===== src/rtl/io_timer.sv =====
// io_timer: memory-mapped interval timer on the CPU IO bus.
// Byte-lane register writes, countdown FSM and CP0 interrupt request.
package io_timer_pkg;
    localparam logic [1:0] BE_NONE = 2'b00;
    localparam logic [1:0] BE_SB   = 2'b01;
    localparam logic [1:0] BE_SH   = 2'b10;
    localparam logic [1:0] BE_SW   = 2'b11;

    typedef enum logic [1:0] {
        ST_IDLE,
        ST_LOAD,
        ST_CNT,
        ST_INT
    } tmr_state_t;
endpackage

module io_timer
    import io_timer_pkg::*;
#(
    parameter logic [31:0] PRESET_RST     = 32'd0,
    parameter bit          IRQ_PULSE_AUTO = 1'b1
) (
    input  logic        clk,
    input  logic        rst_n,
    input  logic [3:0]  addr,
    input  logic        io_we,
    input  logic [1:0]  be_op,
    input  logic [31:0] wdata,
    output logic [31:0] rdata,
    output logic        irq
);
    logic [3:0]  ctrl;
    logic [31:0] preset;
    logic [31:0] count;
    logic        irq_pend;
    tmr_state_t  state;
    tmr_state_t  state_nx;

    logic [1:0]  sel;
    logic [3:0]  lanes;
    logic [31:0] lane_mask;
    logic        wr_ctrl;
    logic        wr_preset;
    logic        en;
    logic        auto_mode;

    logic        hw_en_clr;
    logic        load_cnt;
    logic        dec_cnt;
    logic        zero_cnt;
    logic        pend_set;
    logic        pend_clr;

    assign sel       = addr[3:2];
    assign en        = ctrl[0];
    assign auto_mode = (ctrl[2:1] == 2'b01);

    // Misaligned or size-none accesses produce no lanes at all.
    always_comb begin
        lanes = 4'b0000;
        if (io_we) begin
            unique case (be_op)
                BE_SW: begin
                    if (addr[1:0] == 2'b00)
                        lanes = 4'b1111;
                end
                BE_SH: begin
                    if (!addr[0])
                        lanes = addr[1] ? 4'b1100 : 4'b0011;
                end
                BE_SB: begin
                    lanes = 4'b0001 << addr[1:0];
                end
                default: begin
                    lanes = 4'b0000;
                end
            endcase
        end
    end

    assign lane_mask = {{8{lanes[3]}}, {8{lanes[2]}},
                        {8{lanes[1]}}, {8{lanes[0]}}};

    assign wr_ctrl   = (sel == 2'd0) && (lanes != 4'b0000);
    assign wr_preset = (sel == 2'd1) && (lanes != 4'b0000);

    always_comb begin
        state_nx  = state;
        hw_en_clr = 1'b0;
        load_cnt  = 1'b0;
        dec_cnt   = 1'b0;
        zero_cnt  = 1'b0;
        pend_set  = 1'b0;
        pend_clr  = 1'b0;
        unique case (state)
            ST_IDLE: begin
                if (en)
                    state_nx = ST_LOAD;
            end
            ST_LOAD: begin
                load_cnt = 1'b1;
                state_nx = ST_CNT;
            end
            ST_CNT: begin
                if (!en) begin
                    state_nx = ST_IDLE;
                end else if (count > 32'd1) begin
                    dec_cnt = 1'b1;
                end else begin
                    zero_cnt = 1'b1;
                    pend_set = 1'b1;
                    state_nx = ST_INT;
                end
            end
            ST_INT: begin
                if (auto_mode) begin
                    pend_clr = IRQ_PULSE_AUTO;
                    state_nx = ST_LOAD;
                end else begin
                    hw_en_clr = 1'b1;
                    state_nx  = ST_IDLE;
                end
            end
            default: begin
                state_nx = ST_IDLE;
            end
        endcase
    end

    always_ff @(posedge clk or negedge rst_n) begin
        if (!rst_n)
            state <= ST_IDLE;
        else
            state <= state_nx;
    end

    // A software write to lane 0 overrides the one-shot EN clear.
    always_ff @(posedge clk or negedge rst_n) begin
        if (!rst_n)
            ctrl <= 4'h0;
        else if (wr_ctrl && lanes[0])
            ctrl <= wdata[3:0];
        else if (hw_en_clr)
            ctrl[0] <= 1'b0;
    end

    always_ff @(posedge clk or negedge rst_n) begin
        if (!rst_n)
            preset <= PRESET_RST;
        else if (wr_preset)
            preset <= (preset & ~lane_mask) | (wdata & lane_mask);
    end

    always_ff @(posedge clk or negedge rst_n) begin
        if (!rst_n)
            count <= 32'd0;
        else if (load_cnt)
            count <= preset;
        else if (dec_cnt)
            count <= count - 32'd1;
        else if (zero_cnt)
            count <= 32'd0;
    end

    always_ff @(posedge clk or negedge rst_n) begin
        if (!rst_n)
            irq_pend <= 1'b0;
        else if (wr_ctrl || wr_preset)
            irq_pend <= 1'b0;
        else if (pend_set)
            irq_pend <= 1'b1;
        else if (pend_clr)
            irq_pend <= 1'b0;
    end

    always_comb begin
        rdata = 32'd0;
        unique case (sel)
            2'd0:    rdata = {28'd0, ctrl};
            2'd1:    rdata = preset;
            2'd2:    rdata = count;
            default: rdata = 32'd0;
        endcase
    end

    assign irq = irq_pend & ctrl[3];

endmodule


===== config.mk =====
export PLATFORM = sky130hd
export DESIGN_NAME = io_timer
export DESIGN_NICKNAME = d
export VERILOG_FILES = /design/src/rtl/io_timer.sv
export SDC_FILE = /design/constraint.sdc
export NUM_CORES = 1
export LEC_CHECK = 0
export ABC_AREA = 1
export CORE_AREA = 2 2 91 93
export CTS_CLUSTER_SIZE = 30
export DETAILED_ROUTE_END_ITERATION = 16
export DIE_AREA = 0 0 93 95
export PLACE_DENSITY = 0.91
export SLEW_MARGIN = 20
export SYNTH_ARGS = -nofsm -noshare
export SYNTH_HDL_FRONTEND = slang
export SYNTH_SLANG_ARGS = --single-unit

===== constraint.sdc =====
create_clock -name clk -period 2.6 [get_ports clk]
set_input_delay 0.39 -clock clk [delete_from_list [all_inputs] [get_ports clk]]
set_output_delay 0.39 -clock clk [all_outputs]
set_load 0.03 [all_outputs]

==> insert_results.sql, run 1 <==
INSERT INTO impl_metrics (metric_group, metric, value, unit) VALUES
('yosys', 'yosys.area.top_type_share', '40.4', '%'),
('drt', 'vias', '4384', ''),
('timing', 'clock-skew-final', '0.00735', 'ns'),
('clock_network', 'clock_tree.root_cell', 'sky130_fd_sc_hd__clkbuf_8', ''),
('yosys', 'number_of_flip_flops_and_latches_in_the_synthesized_netlist', '71', ''),
('die', 'initial_core_util', '55.5', '%'),
('finish', 'flow.area_growth_from_synthesis', '22.2', '%'),
('power', 'cellInternalPower', '3.05', 'mW'),
('finish', 'postLayoutCellArea', '5370', 'um^2'),
('yosys', 'synth_ff_type', 'sky130_fd_sc_hd__dfrtp_1', ''),
('yosys', 'ys_async_sr_fraction', '100', '%'),
('clock_network', 'cts_sinks', '71', ''),
('power', 'power_frac_seq', '34.6', '%'),
('timing', 'post_route_clock_period_utilization', '93.4', '%'),
('die', 'die_area', '8840', 'um^2'),
('drt', 'drt-vias-per-instance', '5.56', ''),
('grt', 'grt_antenna_before_repair', '0', ''),
('critical_path', 'r2r.worst_path.cells', '11', ''),
('critical_path', 'worstPathRequired', '2.21', 'ns'),
('clock_network', 'cts_buffers', '9', ''),
('placed_design', 'port-buffer-count', '73', ''),
('die', 'io_pins', '74', ''),
('critical_path', 'regToRegSetupSlack', '0.57', 'ns'),
('die', 'die_w', '93', 'um'),
('timing', 'final.min_clock_period', '2.43', 'ns'),
('power', 'total_leakage_power', '2.68', 'nW'),
('outcome', 'status', 'finished, final reports clean', ''),
('grt', 'via_count_of_the_first_global_routing_pass', '4372', ''),
('critical_path', 'setup.worst_path.end_class', 'primary output', ''),
('finish', 'design.final.nets', '721', ''),
('yosys', 'synth-warning-count', '0', ''),
('drt', 'drc', '0', ''),
('power', 'share_comb_of_total_power', '47.2', '%'),
('die', 'row_count', '33', ''),
('finish', 'post_layout_nonfiller_instances', '788', ''),
('critical_path', 'worstReg2RegStart', 'count[0]', ''),
('power', 'share_clk_of_total_power', '18.2', '%'),
('clock_network', 'cts_tree', 'done', ''),
('yosys', 'post_synthesis_cells', '605', ''),
('clock_network', 'h-tree-depth', '3', ''),
('drt', 'routed_wire_length', '12400', 'um'),
('die', 'die-height', '95', 'um'),
('timing', 'timing_max_transition_violations_final', '0', ''),
('critical_path', 'worstPathArrival', '2.04', 'ns'),
('timing', 'worst_slew_margin_rel', '45.1', '%'),
('grt', 'grt_first_pass_wirelength', '20500', 'um'),
('timing', 'holdWs', '0.502', 'ns'),
('yosys', 'most_common_cell_in_the_netlist', 'sky130_fd_sc_hd__nand2_1', ''),
('timing', 'report.final.setup_viol', '0', ''),
('critical_path', 'timing.critical_path.from_type', 'input port', ''),
('yosys', 'synth_area', '4400', 'um^2'),
('drt', 'antenna_left', '0', ''),
('finish', 'fillerInstances', '663', ''),
('power', 'power-per-cell-area', '1050', 'nW/um^2'),
('flow_run', 'drv_cap', '0', ''),
('finish', 'post_route_utilization', '67.8', '%'),
('power', 'report.power.total', '5.63', 'mW'),
('timing', 'timing.final.hold_violations', '0', ''),
('finish', 'post_route_cells_drive_above_1_share', '12.9', '%'),
('grt', 'groute.usage.overall', '29.7', '%'),
('finish', 'antenna-diode-count', '0', ''),
('power', 'irDropWorstVdd', '0.000596', 'V'),
('yosys', 'synth.yosys.seq_area_share', '40.4', '%'),
('placed_design', 'place.detailed.hpwl', '9050', 'um'),
('grt', 'overflow', '0', ''),
('yosys', 'syn_avg_cell_area', '7.27', 'um^2'),
('yosys', 'yosys-top-cells-area', 'sky130_fd_sc_hd__dfrtp_1, sky130_fd_sc_hd__nand2_1, sky130_fd_sc_hd__nor2_1', ''),
('clock_network', 'clk_latency', '0.36', 'ns'),
('clock_network', 'worst_setup_hold_path_clk_slew', '0.07', 'ns'),
('clock_network', 'clock_path_buffers', '2', ''),
('placed_design', 'detailed_place.area', '5140', 'um^2');
-- kinds of logic after synthesis --
logic type / count (synthesis) / synth area share [%]
adders and majority gates: 2 / 0.569
xor gates and xnor gates: 17 / 3.38
AOI/OAI and AO/OA: 126 / 18.6
buffers and inverters: 104 / 9.47
and+or+nand+nor: 285 / 27.6
DFF: 71 / 40.4
-- layout make-up --
cell class,count,area (um^2),area share (%)
clock buffer,13,159,2.96
clock inverter,3,65.1,1.21
inverter,86,323,6.01
multi-input combinational,430,2210,41.0
sequential,71,1780,33.1
tap,105,131,2.44
timing repair buffer,80,713,13.3
-- how the worst max path moves through the flow --
stage                       start        end  cells after the start
after floorplan           addr[2]  rdata[16]                      5
after global placement    addr[3]  rdata[17]                      5
after detailed placement  addr[3]  rdata[22]                      5
after CTS                 addr[3]  rdata[22]                      5
after global routing      addr[3]  rdata[26]                      5
final                     addr[3]  rdata[22]                      5
-- power groups by stage --
stage | sequential (mW) | clock, mW | combinational [mW]
floorplan | 1.80 | 0 | 1.99
global placement | 1.91 | 0 | 2.54
detailed placement | 1.94 | 0 | 2.63
CTS | 1.93 | 1.03 | 2.65
global route | 2.00 | 1.08 | 2.98
finish | 1.95 | 1.03 | 2.66
-- worst max-delay path, stage by stage --
cell                              delay, ns
sky130_fd_sc_hd__clkdlybuf4s50_1       0.53
sky130_fd_sc_hd__nor2_1                0.08
sky130_fd_sc_hd__inv_1                 0.60
sky130_fd_sc_hd__o22ai_1               0.20
sky130_fd_sc_hd__buf_4                 0.23
-- metal layers --
| metal | up-vias | global-route usage (%) | share of wire [%] |
|---|---|---|---|
| li1 | 2104 | - | - |
| met1 | 2089 | 38.1 | 43 |
| met2 | 162 | 51.1 | 50 |
| met3 | 29 | 4.79 | 5.4 |
| met4 | 0 | 10.3 | 2.3 |
| met5 | - | 0 | 0 |
-- cells in the final DEF, fill, tap and decap left out --
master,count
sky130_fd_sc_hd__ha_1,2
sky130_fd_sc_hd__clkbuf_1,2
sky130_fd_sc_hd__clkbuf_8,11
sky130_fd_sc_hd__buf_4,37
sky130_fd_sc_hd__buf_12,1
sky130_fd_sc_hd__nand4_1,13
sky130_fd_sc_hd__a21oi_2,1
sky130_fd_sc_hd__a21oi_1,20
sky130_fd_sc_hd__nand2_8,1
sky130_fd_sc_hd__o21ai_1,5
sky130_fd_sc_hd__nand3_1,17
sky130_fd_sc_hd__o211ai_1,3
sky130_fd_sc_hd__nand3b_1,1
sky130_fd_sc_hd__bufinv_16,2
sky130_fd_sc_hd__clkdlybuf4s50_1,40
sky130_fd_sc_hd__nand2_1,153
sky130_fd_sc_hd__o21ai_0,26
sky130_fd_sc_hd__inv_1,84
sky130_fd_sc_hd__nor2_2,3
sky130_fd_sc_hd__o21ai_2,20
sky130_fd_sc_hd__nand2_2,1
sky130_fd_sc_hd__buf_2,1
sky130_fd_sc_hd__o22ai_1,20
sky130_fd_sc_hd__clkinv_2,1
sky130_fd_sc_hd__nor2_4,4
sky130_fd_sc_hd__xnor2_1,1
sky130_fd_sc_hd__nor2_1,88
sky130_fd_sc_hd__a22oi_1,31
sky130_fd_sc_hd__nand2_4,3
sky130_fd_sc_hd__inv_2,1
sky130_fd_sc_hd__dlygate4sd3_1,1
sky130_fd_sc_hd__dfrtp_1,71
sky130_fd_sc_hd__xor2_1,16
sky130_fd_sc_hd__clkinv_1,1
sky130_fd_sc_hd__nand3_2,1
-- repair_timing --
item                                   4_1_cts  5_1_grt
hold buffers                                 1        0
gates resized for setup                      0        0
setup buffers                                0        0
endpoints found under the hold margin       17        0
(Power assumes the default switching activity.)
==> inputs of run 2 (changes only) <==
--- a/config.mk
+++ b/config.mk
@@ -8,7 +8,8 @@
 export ABC_AREA = 1
-export CORE_AREA = 2 2 91 93
+export CORE_AREA = 2 2 94 96
 export CTS_CLUSTER_SIZE = 30
 export DETAILED_ROUTE_END_ITERATION = 16
-export DIE_AREA = 0 0 93 95
-export PLACE_DENSITY = 0.91
+export DIE_AREA = 0 0 96 98
+export GPL_TIMING_DRIVEN = 1
+export PLACE_DENSITY = 0.86
 export SLEW_MARGIN = 20
==> constraint.sdc (replaced) <==
create_clock -name clk -period 2.63 [get_ports clk]
set_input_delay 0.526 -clock clk [delete_from_list [all_inputs] [get_ports clk]]
set_output_delay 0.526 -clock clk [all_outputs]
set_load 0.03 [all_outputs]
==> insert_results.sql, run 2 (synthesis gave the netlist of run 1 again) <==
INSERT INTO impl_metrics (metric_group, metric, value, unit) VALUES
('critical_path', 'timing.critical_path.slowest_cell_delay', '0.47', 'ns'),
('drt', 'firstDrtPassIters', '5', ''),
('die', 'initial_core_util', '52.0', '%'),
('finish', 'layout_common_cells', 'sky130_fd_sc_hd__nand2_1, sky130_fd_sc_hd__nor2_1, sky130_fd_sc_hd__inv_1, sky130_fd_sc_hd__dfrtp_1, sky130_fd_sc_hd__clkdlybuf4s50_1', ''),
('timing', 'timing_max_transition_violations_final', '0', ''),
('clock_network', 'holdBufCountCts', '0', ''),
('clock_network', 'post_cts.repair.setup_buffers', '0', ''),
('hold_path', 'hold_class', 'in -> async', ''),
('clock_network', 'worst_setup_hold_path_clk_slew', '0.07', 'ns'),
('critical_path', 'timing.critical_path.mode_cell', 'sky130_fd_sc_hd__buf_4', ''),
('timing', 'setup_tns', '0', 'ns'),
('grt', 'grt_start_max_net_pins', '33', ''),
('critical_path', 'worstSetupStartpoint', 'addr[2]', ''),
('die', 'row_count', '34', ''),
('clock_network', 'cts_sinks', '71', ''),
('grt', 'via_count_of_the_first_global_routing_pass', '4198', ''),
('clock_network', 'h-tree-depth', '3', ''),
('die', 'die_area', '9410', 'um^2'),
('timing', 'achievable-frequency', '0.409', 'GHz'),
('finish', 'layout_commonest_cell', 'sky130_fd_sc_hd__nand2_1', ''),
('critical_path', 'crit_path_cell_trace', 'clkdlybuf4s50_1, inv_1, nor2_1, buf_4, nand2_1, o21ai_0, buf_4', ''),
('finish', 'post_layout_nonfiller_instances', '790', ''),
('placed_design', 'finalWeightedCongestion', '0.942', ''),
('clock_network', 'clock_tree.root_cell', 'sky130_fd_sc_hd__clkbuf_8', ''),
('timing', 'max_slew.worst_pin.slew', '0.588', 'ns'),
('critical_path', 'timing.critical_path.slowest_stage_cell', 'sky130_fd_sc_hd__clkdlybuf4s50_1', ''),
('timing', 'report.final.setup_viol', '0', ''),
('drt', 'dr.first_iter.drc_count', '275', ''),
('die', 'floorplan.core_area', '8470', 'um^2'),
('finish', 'flow.area_growth_from_synthesis', '21.9', '%'),
('die', 'die-height', '98', 'um'),
('timing', 'worst_slew_margin_rel', '60.7', '%'),
('outcome', 'status', 'finished, final reports clean', ''),
('critical_path', 'setup.worst_path.end_class', 'primary output', ''),
('timing', 'final.min_clock_period', '2.44', 'ns'),
('critical_path', 'critical_path_class', 'in -> out', ''),
('drt', 'antenna_left', '0', ''),
('timing', 'timing.final.hold_violations', '0', ''),
('placed_design', 'port-buffer-count', '73', ''),
('critical_path', 'critPathMaxFanout', '24', ''),
('power', 'irDropWorstVdd', '0.000549', 'V'),
('drt', 'routed_wire_length', '11900', 'um'),
('critical_path', 'worstReg2RegStart', 'count[0]', ''),
('drt', 'drt-vias-per-instance', '5.47', ''),
('drt', 'vias', '4325', ''),
('grt', 'overflow', '0', ''),
('timing', 'setup_repair_after_global_routing_missed_its_margin', 'false', ''),
('critical_path', 'worstPathRequired', '2.10', 'ns'),
('clock_network', 'cts_repair_resize_count', '0', ''),
('finish', 'post_route_cells_drive_above_1_share', '13.0', '%'),
('finish', 'design.final.nets', '721', ''),
('power', 'power-per-cell-area', '1020', 'nW/um^2'),
('critical_path', 'timing.critical_path.from_type', 'input port', ''),
('placed_design', 'place.detailed.hpwl', '8800', 'um'),
('clock_network', 'clk_latency', '0.35', 'ns'),
('power', 'report.power.total', '5.48', 'mW'),
('clock_network', 'cts_tree', 'done', ''),
('placed_design', 'post-place-cells', '775', ''),
('power', 'total_leakage_power', '2.67', 'nW'),
('clock_network', 'clock_path_buffers', '2', ''),
('die', 'io_pins', '74', ''),
('die', 'die_w', '96', 'um'),
('grt', 'grt_first_pass_wirelength', '20100', 'um'),
('timing', 'holdWs', '0.132', 'ns'),
('timing', 'post_route_clock_period_utilization', '92.9', '%'),
('grt', 'grt_antenna_before_repair', '0', ''),
('finish', 'post_route_utilization', '63.3', '%'),
('flow_run', 'drv_cap', '0', ''),
('grt', 'groute.usage.overall', '27.5', '%'),
('drt', 'drc', '0', ''),
('clock_network', 'cts_buffers', '9', ''),
('critical_path', 'worstPathArrival', '1.92', 'ns'),
('timing', 'clock-skew-final', '0.00773', 'ns'),
('finish', 'antenna-diode-count', '0', ''),
('drt', 'detail_route.wl_per_cell', '15.0', 'um');
## run 2: changes by cell type in the layout (fill, tap and decap cells not counted)
cell                            change
sky130_fd_sc_hd__clkinv_2           +1
sky130_fd_sc_hd__dlygate4sd3_1      -1
sky130_fd_sc_hd__clkbuf_8           -1
sky130_fd_sc_hd__buf_4              +1
sky130_fd_sc_hd__clkbuf_1           -1
## run 2: power by group
group	total, mW	switching, mW	internal (mW)
sequential	1.91	0.435	1.47
clock	0.957	0.405	0.552
combinational	2.61	1.66	0.952
## run 2: final cells by class
| type | count | area (um^2) |
|---|---|---|
| Clock buffer | 11 | 141 |
| Clock inverter | 4 | 70.1 |
| Tap cell | 108 | 135 |
| Inverter | 86 | 323 |
| Sequential cell | 71 | 1780 |
| Multi-Input combinational cell | 430 | 2210 |
| Timing Repair Buffer | 80 | 711 |
| Fill cell | 747 | 3100 |
## run 2: path summary, 6_finish.rpt
path / cells after the start / endpoint / slack [ns]
worst max-delay path: 7 / rdata[10] / 0.19
min in group clk: 1 / count[0] / 0.52
max in group asynchronous: 2 / state[0] / 1.77
worst min register to register: 1 / count[0] / 0.52
worst min-delay path: 1 / asynchronous set/reset pin / 0.13
worst max register to register: 11 / count[30] / 0.60
## run 2: critical path, delay by kind of cell
kind	cells	cell delay (ns)
buffers and inverters	4	1.02
and+or+nand+nor	2	0.26
AOI/OAI and AO/OA	1	0.10
## run 2: per-stage QoR
stage,instance area [um^2],worst slack (ns)
2_1_floorplan,4400,0.502
3_3_place_gp,5150,0.242
3_5_place_dp,5150,0.183
4_1_cts,5360,0.182
5_1_grt,5360,0.107
6_report,5360,0.185
## run 2: metal layers
| layer | wire length [um] | share of wire, % | track usage [%] | vias up |
|---|---|---|---|---|
| li1 | - | - | - | 2105 |
| met1 | 5030 | 42 | 36.7 | 2046 |
| met2 | 5890 | 50 | 45.1 | 150 |
| met3 | 679 | 5.7 | 4.40 | 24 |
| met4 | 245 | 2.1 | 9.56 | 0 |
| met5 | 0 | 0 | 0 | - |
==> inputs of run 3 (changes only) <==
CORE_AREA = 2 2 116 118   (was 2 2 94 96)
DIE_AREA = 0 0 118 120   (was 0 0 96 98)
MAX_ROUTING_LAYER = met4   (was not set)
PLACE_DENSITY = 0.62   (was 0.86)
==> insert_results.sql, run 3 (synthesis gave the netlist of run 1 again) <==
INSERT INTO impl_metrics (metric_group, metric, value, unit) VALUES
('finish', 'antenna-diode-count', '0', ''),
('drt', 'dr.first_iter.drc_count', '223', ''),
('timing', 'worst_slew_margin_rel', '59.0', '%'),
('timing', 'max_slew.worst_pin.slew', '0.614', 'ns'),
('die', 'die_w', '118', 'um'),
('grt', 'grt_antenna_before_repair', '0', ''),
('grt', 'grt_start_max_net_pins', '46', ''),
('drt', 'highest_layer', 'met4', ''),
('die', 'die_area', '14200', 'um^2'),
('grt', 'grt_first_pass_wirelength', '21000', 'um'),
('clock_network', 'cts_buffers', '9', ''),
('timing', 'setup_tns', '0', 'ns'),
('power', 'power-per-cell-area', '1070', 'nW/um^2'),
('critical_path', 'worstPathRequired', '2.10', 'ns'),
('critical_path', 'worstSetupStartpoint', 'addr[2]', ''),
('critical_path', 'setup.worst_path.end_class', 'primary output', ''),
('timing', 'clock-skew-final', '0.0100', 'ns'),
('drt', 'met2_wirelength', '6180', 'um'),
('critical_path', 'critical_path_class', 'in -> out', ''),
('finish', 'post_route_cells_drive_above_1_share', '13.3', '%'),
('timing', 'post_route_clock_period_utilization', '94.4', '%'),
('die', 'die-height', '120', 'um'),
('clock_network', 'worst_setup_hold_path_clk_slew', '0.06', 'ns'),
('timing', 'timing.final.hold_violations', '0', ''),
('grt', 'overflow', '0', ''),
('clock_network', 'clk_latency', '0.35', 'ns'),
('timing', 'timing_max_transition_violations_final', '0', ''),
('drt', 'firstDrtPassIters', '5', ''),
('hold_path', 'hold_class', 'in -> async', ''),
('outcome', 'status', 'finished, final reports clean', ''),
('power', 'total_leakage_power', '2.76', 'nW'),
('power', 'report.power.total', '6.08', 'mW'),
('grt', 'via_count_of_the_first_global_routing_pass', '4210', ''),
('finish', 'design.final.nets', '722', ''),
('critical_path', 'r2r.worst_path.cells', '11', ''),
('power', 'irDropWorstVdd', '0.000326', 'V'),
('placed_design', 'place.detailed.hpwl', '9580', 'um'),
('clock_network', 'holdBufCountCts', '0', ''),
('critical_path', 'worstReg2RegStart', 'count[1]', ''),
('timing', 'setup_ws', '0.148', 'ns'),
('critical_path', 'worst_path_dominant_cell_family', 'buffers and inverters', ''),
('clock_network', 'cts_tree', 'done', ''),
('clock_network', 'cts_repair_resize_count', '0', ''),
('timing', 'final.min_clock_period', '2.48', 'ns'),
('drt', 'routed_wire_length', '12800', 'um'),
('clock_network', 'clock_tree.root_cell', 'sky130_fd_sc_hd__clkbuf_16', ''),
('critical_path', 'timing.critical_path.slowest_stage_cell', 'sky130_fd_sc_hd__clkdlybuf4s50_1', ''),
('drt', 'detail_route.wl_per_cell', '14.9', 'um'),
('drt', 'vias', '4226', ''),
('flow_run', 'drv_cap', '0', ''),
('clock_network', 'clock_path_buffers', '2', ''),
('critical_path', 'path_depth', '7', ''),
('grt', 'groute.usage.overall', '19.2', '%'),
('drt', 'met3WireLength', '432', 'um'),
('drt', 'antenna_left', '0', ''),
('finish', 'layout_common_cells', 'sky130_fd_sc_hd__nand2_1, sky130_fd_sc_hd__nor2_1, sky130_fd_sc_hd__inv_1, sky130_fd_sc_hd__dfrtp_1, sky130_fd_sc_hd__clkdlybuf4s50_1', ''),
('critical_path', 'crit_path_cell_trace', 'clkdlybuf4s50_1, inv_1, nor2_1, buf_4, nand2_1, o211ai_1, buf_12', ''),
('placed_design', 'port-buffer-count', '73', ''),
('timing', 'setup_repair_after_global_routing_missed_its_margin', 'false', ''),
('drt', 'drc', '0', ''),
('critical_path', 'worstPathBufferInverterCount', '4', ''),
('critical_path', 'critical_path.reg2reg.endpoint', 'count[21]', ''),
('die', 'row_count', '42', ''),
('critical_path', 'timing.critical_path.slowest_cell_delay', '0.48', 'ns'),
('clock_network', 'h-tree-depth', '3', ''),
('critical_path', 'cp_capture_point', 'rdata[0]', ''),
('finish', 'flow.area_growth_from_synthesis', '29.1', '%'),
('die', 'io_pins', '74', ''),
('placed_design', 'place_ws', '0.131', 'ns'),
('critical_path', 'critPathMaxFanout', '24', ''),
('finish', 'layout_commonest_cell', 'sky130_fd_sc_hd__nand2_1', ''),
('drt', 'drt-vias-per-instance', '4.91', ''),
('timing', 'achievable-frequency', '0.403', 'GHz'),
('die', 'floorplan.core_area', '13000', 'um^2'),
('timing', 'report.final.setup_viol', '0', ''),
('critical_path', 'timing.critical_path.from_type', 'input port', ''),
('clock_network', 'post_cts.repair.setup_buffers', '0', ''),
('clock_network', 'cts_sinks', '71', ''),
('drt', 'met1Wirelength', '6040', 'um'),
('placed_design', 'finalWeightedCongestion', '0.898', ''),
('critical_path', 'regToRegSetupSlack', '0.60', 'ns'),
('critical_path', 'worstPathArrival', '1.96', 'ns'),
('die', 'initial_core_util', '33.9', '%');
run 3: worst min-delay path by stage:
stage / start / endpoint / slack (ns) / cells past startpoint
finish: rst_n / asynchronous set/reset pin / 0.28 / 2
global route: rst_n / asynchronous set/reset pin / 0.33 / 2
CTS: rst_n / count[30] / 0.30 / 2
detailed placement: flip-flop / flip-flop / 0.51 / 2
global placement: flip-flop / flip-flop / 0.50 / 2
floorplan: rst_n / asynchronous set/reset pin / 0.23 / 0
run 3: layout make-up:
cell class / instances / area, um^2
repair buffers: 81 / 793
multi-input cells: 430 / 2210
fillers: 1341 / 7300
clock buffers: 10 / 229
flip-flops and latches: 71 / 1780
well taps: 176 / 220
clock inverters: 6 / 133
inverters: 86 / 323
run 3: where the power goes:
group,total (mW),switching (mW),internal (mW)
Sequential,1.92,0.438,1.48
Combinational,2.67,1.68,0.991
Clock,1.50,0.479,1.02
Total,6.08,2.60,3.49
run 3: routing by layer:
metal | global-route usage [%] | vias to the layer above
met5 | - | -
met4 | 7.00 | 0
met3 | 2.66 | 13
met2 | 31.2 | 62
met1 | 24.7 | 2040
li1 | - | 2111
run 3: metrics by stage:
stage	hold slack (ns)	util [%]	cell area, um^2	cells
final	0.279	43.8	5680	860
after CTS	0.299	43.8	5680	860
after global placement	0.504	41.0	5320	844
after detailed placement	0.508	41.0	5320	844
after floorplan	0.230	-	4400	605
after global routing	0.331	43.8	5680	860
